### src/rtl/crop_frame_arbiter.sv
// Frame-granular round-robin arbiter in front of a streaming crop engine.
// A grant is held for one full IN_ROWS*IN_COLS frame, then rotates to the next requester.
module crop_frame_arbiter #(
    parameter int PIXEL_BIT_WIDTH = 8,
    parameter int IN_ROWS         = 9,
    parameter int IN_COLS         = 9,
    parameter int NUM_REQ         = 4,
    localparam int GW             = (NUM_REQ > 1) ? $clog2(NUM_REQ) : 1
) (
    input  logic                               clk,
    input  logic                               reset,
    input  logic [NUM_REQ*PIXEL_BIT_WIDTH-1:0] req_pixel,
    input  logic [NUM_REQ-1:0]                 req_valid,
    output logic [NUM_REQ-1:0]                 req_ready,
    output logic [PIXEL_BIT_WIDTH-1:0]         pixel_out,
    output logic                               out_valid,
    input  logic                               out_ready,
    output logic [GW-1:0]                      grant_id,
    output logic                               frame_active,
    output logic                               frame_done
);

    localparam int FRAME_PIX = IN_ROWS * IN_COLS;
    localparam int CW        = (FRAME_PIX > 1) ? $clog2(FRAME_PIX) : 1;
    localparam logic [CW-1:0] LAST_PIX = CW'(FRAME_PIX - 1);
    localparam logic [GW-1:0] LAST_REQ = GW'(NUM_REQ - 1);

    typedef enum logic [0:0] {
        IDLE = 1'b0,
        BUSY = 1'b1
    } state_e;

    state_e          state_q, state_d;
    logic [CW-1:0]   pix_cnt_q, pix_cnt_d;
    logic [GW-1:0]   grant_q, grant_d;
    logic [GW-1:0]   last_q, last_d;
    logic            active_q, active_d;
    logic            done_q, done_d;
    logic            hit_s;
    logic [GW-1:0]   hit_idx_s;
    logic            hs_s;

    // Round-robin search starting one past the most recent grantee.
    always_comb begin
        int idx;
        idx       = 0;
        hit_s     = 1'b0;
        hit_idx_s = '0;
        for (int i = 1; i <= NUM_REQ; i++) begin
            idx = int'(last_q) + i;
            if (idx >= NUM_REQ) begin
                idx = idx - NUM_REQ;
            end else begin
                idx = idx;
            end
            if (!hit_s && req_valid[idx]) begin
                hit_s     = 1'b1;
                hit_idx_s = GW'(idx);
            end else begin
                hit_s     = hit_s;
            end
        end
    end

    // Zero-latency passthrough for the locked grantee; everything is quiet in IDLE.
    always_comb begin
        pixel_out = '0;
        out_valid = 1'b0;
        req_ready = '0;
        for (int k = 0; k < NUM_REQ; k++) begin
            if ((state_q == BUSY) && (grant_q == GW'(k))) begin
                pixel_out    = req_pixel[k*PIXEL_BIT_WIDTH +: PIXEL_BIT_WIDTH];
                out_valid    = req_valid[k];
                req_ready[k] = out_ready;
            end else begin
                req_ready[k] = 1'b0;
            end
        end
    end

    assign hs_s = (state_q == BUSY) && out_valid && out_ready;

    // Next-state: grant on a hit in IDLE, release after the last pixel of the frame.
    always_comb begin
        state_d   = state_q;
        pix_cnt_d = pix_cnt_q;
        grant_d   = grant_q;
        last_d    = last_q;
        active_d  = active_q;
        done_d    = 1'b0;
        case (state_q)
            IDLE: begin
                if (hit_s) begin
                    state_d  = BUSY;
                    grant_d  = hit_idx_s;
                    last_d   = hit_idx_s;
                    active_d = 1'b1;
                end else begin
                    state_d  = IDLE;
                end
            end
            BUSY: begin
                if (hs_s && (pix_cnt_q == LAST_PIX)) begin
                    state_d   = IDLE;
                    pix_cnt_d = '0;
                    active_d  = 1'b0;
                    done_d    = 1'b1;
                end else if (hs_s) begin
                    pix_cnt_d = pix_cnt_q + CW'(1);
                end else begin
                    pix_cnt_d = pix_cnt_q;
                end
            end
            default: begin
                state_d   = IDLE;
                pix_cnt_d = '0;
                active_d  = 1'b0;
            end
        endcase
    end

    // State and status registers; reset drops any partial frame without a done pulse.
    always_ff @(posedge clk) begin
        if (reset) begin
            state_q   <= IDLE;
            pix_cnt_q <= '0;
            grant_q   <= '0;
            last_q    <= LAST_REQ;
            active_q  <= 1'b0;
            done_q    <= 1'b0;
        end else begin
            state_q   <= state_d;
            pix_cnt_q <= pix_cnt_d;
            grant_q   <= grant_d;
            last_q    <= last_d;
            active_q  <= active_d;
            done_q    <= done_d;
        end
    end

    assign grant_id     = grant_q;
    assign frame_active = active_q;
    assign frame_done   = done_q;

endmodule

### config.mk
export PLATFORM = sky130hd
export DESIGN_NAME = crop_frame_arbiter
export DESIGN_NICKNAME = d
export VERILOG_FILES = /design/src/rtl/crop_frame_arbiter.sv
export SDC_FILE = /design/constraint.sdc
export NUM_CORES = 1
export LEC_CHECK = 0
export CORE_MARGIN = 4
export CORE_UTILIZATION = 38
export CTS_CLUSTER_SIZE = 40
export DETAILED_ROUTE_END_ITERATION = 10
export GPL_TIMING_DRIVEN = 0
export PLACE_DENSITY = 0.8
export SYNTH_ARGS = -nofsm -noshare
export SYNTH_HDL_FRONTEND = slang
export SYNTH_SLANG_ARGS = --single-unit
### constraint.sdc
create_clock -name clk -period 2 [get_ports clk]
set_clock_uncertainty 0.1 [all_clocks]
set_input_delay 0.2 -clock clk [delete_from_list [all_inputs] [get_ports clk]]
set_output_delay 0.2 -clock clk [all_outputs]
set_load 0.02 [all_outputs]
==> results of run 1 <==
-- state kept, by name, indices dropped and copies added (netlist names) --
signal / count
frame_done: 1
grant_id: 2
frame_active: 1
last_q: 2
state_q: 1
pix_cnt_q: 7
-- worst paths after layout --
check	start	to	slack, ps	depth (start not counted)
worst min-delay path	req_valid[0]	grant_id[0]	330	3
worst max-delay path	grant_id[0]	pixel_out[2]	70	4
worst min register to register	frame_active	frame_active	380	1
worst max register to register	pix_cnt_q[0]	state_q	270	6
-- synth_stat cells --
| master | instances |
|---|---|
| nand2_2 | 1 |
| or4_1 | 2 |
| buf_2 | 1 |
| ha_1 | 2 |
| and2_1 | 11 |
| nand2b_1 | 2 |
| o221ai_1 | 1 |
| nor3_1 | 4 |
| nor4_1 | 1 |
| or2_2 | 1 |
| a311oi_1 | 1 |
| nand3b_1 | 3 |
| nand4_1 | 1 |
| o221a_2 | 2 |
| a21boi_0 | 1 |
| dfxtp_1 | 14 |
| nand2_1 | 5 |
| o21ba_2 | 1 |
| nand3_1 | 3 |
| o21a_1 | 1 |
| nor3b_1 | 2 |
| nor2_1 | 6 |
| clkbuf_1 | 4 |
| mux4_1 | 2 |
| xor2_1 | 2 |
| a21oi_1 | 5 |
| mux4_2 | 7 |
| a31oi_1 | 1 |
| and4_1 | 1 |
| nor2b_1 | 2 |
| nor4bb_1 | 1 |
| and3_1 | 2 |
| o21bai_1 | 1 |
| o21ai_0 | 5 |
| inv_1 | 5 |
-- per-stage QoR --
step | hold slack (ps) | worst slack [ps] | total power, W | setup TNS [ps]
floorplan | 280 | 34.1 | 0.000445 | 0
global placement | 350 | -417 | 0.000584 | -2780
detailed placement | 372 | -452 | 0.000592 | -3060
CTS | 392 | 12.7 | 0.000793 | 0
global route | 337 | -5.29 | 0.000846 | -5.63
finish | 333 | 72.8 | 0.000798 | 0
-- where the power goes --
part | internal [W] | switching [W]
Sequential | 0.000290 | 0.0000156
Clock | 0.000111 | 0.0000890
Combinational | 0.000180 | 0.000112
-- worst register-to-register path, stage by stage, from the launching register on --
cell	delay [ps]
dfxtp_1	350
inv_1	90
ha_1	150
nor4bb_1	270
nand3b_1	240
o21ba_2	280
a21boi_0	120
-- cell type report --
class,count,area share
plain buffers,4,0.0182
clock buffers,4,0.0220
inverters,5,0.0114
multi-input cells,80,0.402
flip-flops and latches,14,0.175
well taps,30,0.0228
repair buffers,61,0.349
-- what timing repair did --
item	in CTS	in global routing
gates resized for setup	41	9
buffers inserted	3	2
endpoints found under the hold margin	0	0
endpoints found under the setup margin	13	9
cloned	0	1
-- per-layer routing --
layer / wire [microns] / track usage / vias to the layer above
met5: 0 / 0 / -
met1: 1280 / 0.227 / 494
li1: - / - / 521
met3: 345 / 0.0482 / 2
met2: 1390 / 0.281 / 50
met4: 9 / 0.0518 / 0
-- kinds of logic after synthesis --
logic type | after synthesis | share of synthesized area
AO/OA/AOI/OAI | 19 | 0.132
XOR/XNOR | 2 | 0.0179
adder cells (fa/ha/maj) | 2 | 0.0255
buffers and inverters | 10 | 0.0396
flip-flops | 14 | 0.286
multiplexers | 9 | 0.215
AND/OR/NAND/NOR | 48 | 0.285
==> results.yml, run 1 <==
outcome:
  status: "complete, no violations"
global_route:
  antenna_found_initial: 0
  grt_overflow: 0
  grt_pass1_wl_microns: 4730
  grt_pass1_vias: 1052
  grt_usage: 0.174
  grt_max_degree: 11
final_layout:
  fin_area_sq_um: 1650
  final_common_cell: "clkdlybuf4s50_1"
  layout.nets: 210
  multi_input_area_sq_um: 663
  antenna_cells: 0
  drive_above_1_share: 0.214
  n_fill_cell: 217
  finalNonFillerCells: 198
  mostFrequentLayoutCells: "40 x clkdlybuf4s50_1, 12 x dfxtp_1, 10 x and2_1"
  final_core_utilization: 0.665
  area_growth_pct: 68.2
  register_area_sq_um: 288
sta:
  hold_viol: 0
  min_period_ps: 1930
  period_share: 0.964
  slew_headroom: 0.614
  setup_viol: 0
  fmax_mhz: 519
  drv_slew: 0
  tightest_slew_ps: 573
power_and_ir_drop:
  max-vdd-ir-drop_uv: 369
  power_leakage_nw: 0.681
  powerDensity_nw_per_um2: 484
cts:
  clkTransAtPathRegs_ps: 80
  cts-root-buf: "clkbuf_4"
  cts_tree: "built"
  clk-insertion-delay-late_ps: 270
  clock_sinks: 14
  clk_path_buf_depth: 2
  cts_hold_buf: 0
  cts_htree_levels: 1
  cts_buffers: 3
route:
  remaining_drc_errors: 0
  drt_iter0_drc: 29
  drt_first_pass_iters: 4
  antenna_left: 0
  wl_microns: 3030
  vias: 1067
  drt-vias-per-instance: 5.39
  wire_per_inst_microns: 15.3
synthesis:
  yosys.area.top_type: "dfxtp_1"
  syn_area_sq_um: 980
  synth_seq_area_share: 0.286
  ys_ff_latch: 14
  synthTopCellsByArea: "dfxtp_1 29%, mux4_2 16%, and2_1 7.0%"
  syn-instance-count: 104
  avgSynthCellArea_sq_um: 9.42
  synth_fp_nets: 145
  synth_top_area_frac: 0.286
  yosys_warnings: 0
  ys_types: 35
placement:
  hpwlAfterDp_microns: 2320
  placed_area_sq_um: 1570
  port_buffers: 55
  place_inst: 189
  gp_congestion: 0.846
floorplan:
  die_w_microns: 58.8
  io_pins: 56
  die_y_microns: 58.8
  die_area_sq_um: 3450
  fp-row-count: 18
  core_area_sq_um: 2480
  initial_utilization: 0.395
worst_setup_path:
  crit_buf_inv: 2
  crit_fanout: 7
  crit_chain: "buf_8 > mux4_2 > and2_1 > buf_2"
  slowest_delay_ps: 490
  critical_path_class: "flip-flop to output pin"
  crit_slowest_cell: "mux4_2"
  crit_arrival_ps: 1630
  cp-start-kind: "flip-flop"
  worstSetupEndpointType: "output pin"
  path_delay_family: "multiplexers"
  critPathRequiredTime_ps: 1700
worst_hold_path:
  hp-class: "input port to flip-flop"
flow_run:
  cap_violations: 0
No activity file was read; power rests on OpenSTA's default activity.
==> run 2, diff against run 1 <==
- SLEW_MARGIN: default -> 20
==> results of run 2 <==
No change in the layout: final DEF, timing and power equal those of run 1.
